$ cat config.mk
export PLATFORM = sky130hd
export DESIGN_NAME = sdfm_result_arbiter
export DESIGN_NICKNAME = d
export VERILOG_FILES = /design/src/rtl/sdfm_result_arbiter.sv
export SDC_FILE = /design/constraint.sdc
export NUM_CORES = 1
export LEC_CHECK = 0
export BUFFER_PORTS_ARGS = -buffer_cell sky130_fd_sc_hd__buf_2
export CAP_MARGIN = 20
export CORE_MARGIN = 3
export CORE_UTILIZATION = 46
export CTS_CLUSTER_DIAMETER = 120
export DETAILED_ROUTE_END_ITERATION = 10
export PLACE_DENSITY_LB_ADDON = 0.1
export SYNTH_ARGS = -nofsm -noshare
export SYNTH_HDL_FRONTEND = slang
export SYNTH_SLANG_ARGS = --single-unit
export TNS_END_PERCENT = 50
$ cat constraint.sdc
create_clock -name SYSCLK -period 2.65 [get_ports SYSCLK]
set_input_delay 0.3975 -clock SYSCLK [delete_from_list [all_inputs] [get_ports SYSCLK]]
set_output_delay 0.3975 -clock SYSCLK [all_outputs]
set_load 0.05 [all_outputs]
$ cat src/rtl/sdfm_result_arbiter.sv
// sdfm_result_arbiter: per-channel result holding, round-robin
// delivery to the register map, overrun flags and interrupt.
//
// Ports:
//   SYSCLK, SYSRSTn   system clock, async active-low reset
//   ch_data/ch_valid  filter results and one-cycle strobes
//   reg_filten        channel enable
//   reg_filtask       "result pending" interrupt enable
//   ovf_clr           write-1-to-clear strobes for ovf
//   res_ready         register map accepts presented result
//   res_valid/data    presented result
//   res_chan          source channel of presented result
//   ovf               sticky overrun flags
//   IRQ               registered interrupt request
module sdfm_result_arbiter #(
  parameter int NCH = 2,
  parameter int DW  = 32
) (
  input  logic                     SYSCLK,
  input  logic                     SYSRSTn,
  input  logic [NCH*DW-1:0]        ch_data,
  input  logic [NCH-1:0]           ch_valid,
  input  logic [NCH-1:0]           reg_filten,
  input  logic [NCH-1:0]           reg_filtask,
  input  logic [NCH-1:0]           ovf_clr,
  input  logic                     res_ready,
  output logic                     res_valid,
  output logic [DW-1:0]            res_data,
  output logic [$clog2(NCH)-1:0]   res_chan,
  output logic [NCH-1:0]           ovf,
  output logic                     IRQ
);

  localparam int CW = $clog2(NCH);

  typedef enum logic {
    IDLE,
    OFFER
  } state_t;

  state_t          state_q;
  state_t          state_d;
  logic [CW-1:0]   grant_q;
  logic [CW-1:0]   grant_d;
  logic [CW-1:0]   last_q;
  logic [CW-1:0]   last_d;
  logic [CW-1:0]   pick;
  logic [CW-1:0]   cand;
  logic            found;
  int              idx;

  logic [NCH-1:0]  pending_q;
  logic [NCH-1:0]  pending_d;
  logic [DW-1:0]   hold_q [NCH];
  logic [NCH-1:0]  ovf_q;
  logic [NCH-1:0]  ovf_d;
  logic            irq_q;
  logic            irq_d;

  logic            xfer;
  logic [NCH-1:0]  cap;
  logic [NCH-1:0]  take;
  logic [NCH-1:0]  ovf_set;

  // Round-robin search: first pending channel above last_q,
  // wrapping modulo NCH.
  always_comb begin
    pick  = last_q;
    found = 1'b0;
    idx   = 0;
    cand  = '0;
    for (int k = 1; k <= NCH; k++) begin
      idx  = (int'(last_q) + k) % NCH;
      cand = CW'(idx);
      if (!found && pending_q[cand]) begin
        found = 1'b1;
        pick  = cand;
      end
    end
  end

  always_comb begin
    state_d = state_q;
    grant_d = grant_q;
    last_d  = last_q;
    unique case (state_q)
      IDLE: begin
        if (found) begin
          grant_d = pick;
          state_d = OFFER;
        end
      end
      OFFER: begin
        // A handshake counts even when the channel is
        // being disabled in the same cycle.
        if (res_ready) begin
          last_d = grant_q;
        end
        if (res_ready || !reg_filten[grant_q]) begin
          state_d = IDLE;
        end
      end
      default: state_d = IDLE;
    endcase
  end

  always_comb begin
    xfer      = (state_q == OFFER) && res_ready;
    cap       = '0;
    take      = '0;
    ovf_set   = '0;
    pending_d = '0;
    for (int i = 0; i < NCH; i++) begin
      cap[i]  = ch_valid[i] & reg_filten[i];
      take[i] = xfer && (grant_q == CW'(i));
      // A capture on the cycle its predecessor is taken
      // is a refill, not an overrun.
      ovf_set[i]   = cap[i] & pending_q[i] & ~take[i];
      pending_d[i] = reg_filten[i]
                   & (cap[i] | (pending_q[i] & ~take[i]));
    end
    // Set dominates a simultaneous clear.
    ovf_d = ovf_set | (ovf_q & ~ovf_clr);
    irq_d = |((pending_q & reg_filtask) | ovf_q);
  end

  always_ff @(posedge SYSCLK or negedge SYSRSTn) begin
    if (!SYSRSTn) begin
      state_q <= IDLE;
      grant_q <= '0;
      last_q  <= CW'(NCH - 1);
    end else begin
      state_q <= state_d;
      grant_q <= grant_d;
      last_q  <= last_d;
    end
  end

  always_ff @(posedge SYSCLK or negedge SYSRSTn) begin
    if (!SYSRSTn) begin
      pending_q <= '0;
      ovf_q     <= '0;
      irq_q     <= 1'b0;
    end else begin
      pending_q <= pending_d;
      ovf_q     <= ovf_d;
      irq_q     <= irq_d;
    end
  end

  always_ff @(posedge SYSCLK or negedge SYSRSTn) begin
    if (!SYSRSTn) begin
      for (int i = 0; i < NCH; i++) begin
        hold_q[i] <= '0;
      end
    end else begin
      for (int i = 0; i < NCH; i++) begin
        if (cap[i]) begin
          hold_q[i] <= ch_data[i*DW +: DW];
        end
      end
    end
  end

  // res_data follows hold directly so an overwrite during
  // OFFER is visible at once.
  assign res_valid = (state_q == OFFER);
  assign res_data  = res_valid ? hold_q[grant_q] : '0;
  assign res_chan  = res_valid ? grant_q : '0;
  assign ovf       = ovf_q;
  assign IRQ       = irq_q;

endmodule

# Yosys cells after proc, flatten, opt, wreduce, memory -nomap -nowiden
# Index checks and enable logic that the tools add are counted.
[classes]
muxes = 18
add_sub_neg = 2
bitwise_logic = 22
n_lt_le_gt_ge = 4
reduce_logical = 10
[ops]
columns = ["op", "n"]
rows = [
  ["two-way mux 32 bit", 4],
  ["two-way mux 1 bit", 13],
  ["bitwise AND 1 bit", 10],
  ["less-than comparator 1 x 2 -> 1 bit, second input constant", 3],
  ["bitwise AND 2 bit", 2],
  ["logical AND 1 bit", 4],
  ["NOT 1 bit", 4],
  ["OR 2 bit", 2],
  ["AND reduction 2 bit", 2],
  ["adder 1 bit, second input constant", 2],
  ["greater-or-equal comparator 2 bit, second input constant", 1],
  ["zero test 1 bit", 2],
  ["NOT 1 -> 2 bit", 1],
  ["NOT 2 bit", 1],
  ["OR 1 bit", 2],
  ["case mux 1 bit (2 select lines)", 1],
  ["OR reduction 2 bit", 1],
  ["logical OR 1 bit", 1],
]
[word_totals]
elab_cells = 64
regBits = 72
in_bits = 75

# Depth between registers and ports, before layout
[depth]
word_depth = 9
depth_mapped = 4
depth_no_buf = 2

# Least setup slack after synthesis
# Ideal clock, no wire load.
[synth_timing]
path_kind = "reg2out"
from = "register state_q (netlist: res_valid)"
to = "output res_data[10]"
path_slack_ps = 372
n_path_buf = 1
required_ps = 2253
stages_incl_launch_ff = 4
arrival_time_ps = 1880
path_cell_list = "dfrtp_1 clkinv_1 clkbuf_1 nor2_1"
[synth_between]
elab_chain_len = 1
[synth_rtl]
columns = ["element", "line", "source"]
rows = [
  ["start: declaration", "41", "state_t state_q;"],
  ["start signal: assignment", "133", "state_q <= state_d;"],
  ["two-way mux 32 bit", "168", "assign res_data = res_valid ? hold_q[grant_q] : '0;"],
  ["end: declaration", "28", "output logic [DW-1:0] res_data,"],
]
# No other way between the ends.

# Worst setup path after layout
[layout_timing]
from = "register grant_q"
to = "output res_data[31]"
[layout_between]
elab_chain_len = 5
[layout_rtl]
columns = ["element", "line", "source"]
rows = [
  ["start: declaration", "43", "logic [CW-1:0] grant_q;"],
  ["start signal: assignment", "134", "grant_q <= grant_d;"],
  ["NOT 1 -> 2 bit (implied by the code)", "168", ""],
  ["two-way mux 32 bit (implied by the code) (3 in a row)", "168", ""],
  ["two-way mux 32 bit", "168", ""],
]
# No other way between the ends. The select of a mux whose other input is x is not followed.

==> reports/summary.txt <==
Synth Net Count = 314
layout cells sized above 1 = 55.9%
Die X = 91.7 um
top_reg_cell synth = dfrtp_1
PwrDens = 1010 nW/um^2
Arr. time, crit path = 1.87 ns
worst path cell trace = buf_12, mux2i_1, nor2_1, buf_2
Post-synth EDFFs = 0
Filler Cell Count = 622
Hold Vio Cnt, Final = 0
drc violations = 0
Post-Route WL = 7.19 mm
Yosys reg bits = 72
Max Freq = 0.442 GHz
Commonest cells post-synth = dfrtp_1, mux2_4, mux2i_1, nor2_1, mux2_2
I/O pin count = 112
min cycle time layout = 2.26 ns
status = complete, no violations
critical setup path kind = register to output pin
ys async rst share = 100%
Clock Sinks = 72
post-synthesis cell count = 239
Die ar. = 8410 um^2
Bufs on Longest Clock Path = 2
WP buf/inv = 2
initial antenna violation count = 0
number of core rows = 30
Setup-failing EPs final = 0
final instance area = 4250 um^2
startpoint type of the worst setup path = register
Synth area leaders = dfrtp_1, mux2_4, mux2i_1
IO buf count = 111
routed length per instance = 15.8 um
Max H-tree Level = 3
ANT cells = 0
first-pass GRT wire length = 11.8 mm
routability cong. = 0.726
final-report max-slew violation count = 0
Top Family by Delay on Critical Path = flip-flops
Hold Buf Count CTS = 0
vias in the first global route = 2339
skew final = 0.00677 ns
top-area cell type share of the netlist area = 52.6%
RSZ-0062 raised after global routing = no
Hold WC Path Type = primary input to asynchronous set/reset pin
Final nets = 429
leak pwr = 2.25 nW
Crit Path Max Fanout = 20
total grt overflow = 0
Crit path required time = 2.25 ns
cell with the most instances after synthesis = dfrtp_1
Worst path max stage delay = 0.79 ns
Peak supply drop = 0.663 mV
1st-pass router iterations = 4
Final HPWL DP = 4.98 mm
via count = 2199
setup repair bufs after CTS = 0
post-route setup TNS = 0 ns
synth warn = 0
Final ANT Viol Nets = 0
Max Cap Viol = 0
DP Area = 4010 um^2
CTS Buf Count = 9
worst skew pair latency = 0.34 ns
post-DR vias/cell = 4.84
worst slew pin tran = 0.643 ns
Post-Syn Area per Cell = 14.1 um^2
critical path's slowest cell = dfrtp_2
core area = 6940 um^2
largest net degree at the start of global routing = 39
clk slew on worst S/H paths = 0.07 ns
sequential share of the synthesized area = 53.4%
Synth cell types = 27
period utilization = 85.4%
number of DRC markers in iteration 0 = 146
Root Driver = clkbuf_8
Setup crit end kind = output pin
CTS resizes = 0
Yosys top cell by area = dfrtp_1
Die H = 91.7 um
Slew HR = 57.2%
area grow syn2layout = 25.7%
Total GRT Usage = 18.0%
Initial Util = 48.6%
TritonCTS clock tree = yes
Netlist Area Pre-Place = 3380 um^2
final timing paths:
| path | start | to | slack [ns] | depth (start not counted) |
|---|---|---|---|---|
| worst max-delay path | grant_q | res_data[31] | 0.39 | 4 |
| worst min-delay path | SYSRSTn | hold_q[48] | 0.09 | 2 |
| worst max register to register | grant_q | pending_q[1] | 1.13 | 3 |
| worst min register to register | ovf[0] | IRQ | 0.49 | 2 |
| max in group asynchronous | SYSRSTn | last_q | 2.17 | 2 |
| min in group SYSCLK | ovf_clr[1] | ovf[1] | 0.23 | 2 |
kinds of logic after synthesis:
group	share of synthesized area [%]
AO/OA/AOI/OAI	1.85
buffers and inverters	3.63
flip-flops	53.4
multiplexers	35.3
AND/OR/NAND/NOR	5.78
worst reg2reg max path, stage by stage (launching register included):
cell and delay (ns):
dfrtp_2 0.79, buf_12 0.26, and3_1 0.23, o21ai_0 0.10
metal layers:
| layer | share of wire [%] | vias up | track usage [%] |
|---|---|---|---|
| met2 | 46 | 71 | 28.0 |
| li1 | - | 1055 | - |
| met3 | 7.3 | 9 | 6.48 |
| met5 | 0 | - | 0 |
| met4 | 1.1 | 0 | 4.90 |
| met1 | 45 | 1064 | 23.7 |
report_power, final:
group | switching, mW | internal [mW]
sequential | 0.186 | 1.28
combinational | 1.19 | 0.638
clock | 0.397 | 0.618
per-stage QoR:
| stage | worst slack (ns) | hold slack [ns] | instances | power (mW) | utilization (%) |
|---|---|---|---|---|---|
| 2_1_floorplan | 0.372 | 0.102 | 239 | 2.90 | - |
| 3_3_place_gp | 0.749 | 0.470 | 439 | 3.31 | 57.8 |
| 3_5_place_dp | 0.721 | 0.473 | 439 | 3.33 | 57.8 |
| 4_1_cts | 0.344 | 0.0962 | 454 | 4.36 | 61.1 |
| 5_1_grt | 0.248 | 0.119 | 454 | 4.54 | 61.1 |
| 6_report | 0.387 | 0.0893 | 454 | 4.31 | 61.1 |
final cells by class:
cell class	instances	area, um^2	share of cell area (%)
multi-input combinational	151	1450	34.2
clock inverter	6	109	2.56
inverter	3	11.3	0.265
clock buffer	9	124	2.92
tap	96	120	2.83
sequential	72	1800	42.5
timing repair buffer	117	626	14.7
sequential cells by signal, indices dropped and copies added, names as in the netlist:
signal     count
grant_q        1
ovf            2
hold_q        64
last_q         1
pending_q      2
res_valid      1
IRQ            1
cells in the final DEF, fill, tap and decap left out, types with 2 or more instances in the layout:
cell	n
nand2_1	4
inv_1	2
o22ai_1	2
buf_2	111
nor2_1	32
mux2i_1	33
o21ai_0	2
mux2_2	26
clkbuf_8	9
buf_4	4
buf_12	2
mux2_4	38
clkinv_2	2
nand3_1	3
bufinv_16	3
dfrtp_1	70
Power figures use the tool's default switching activity.
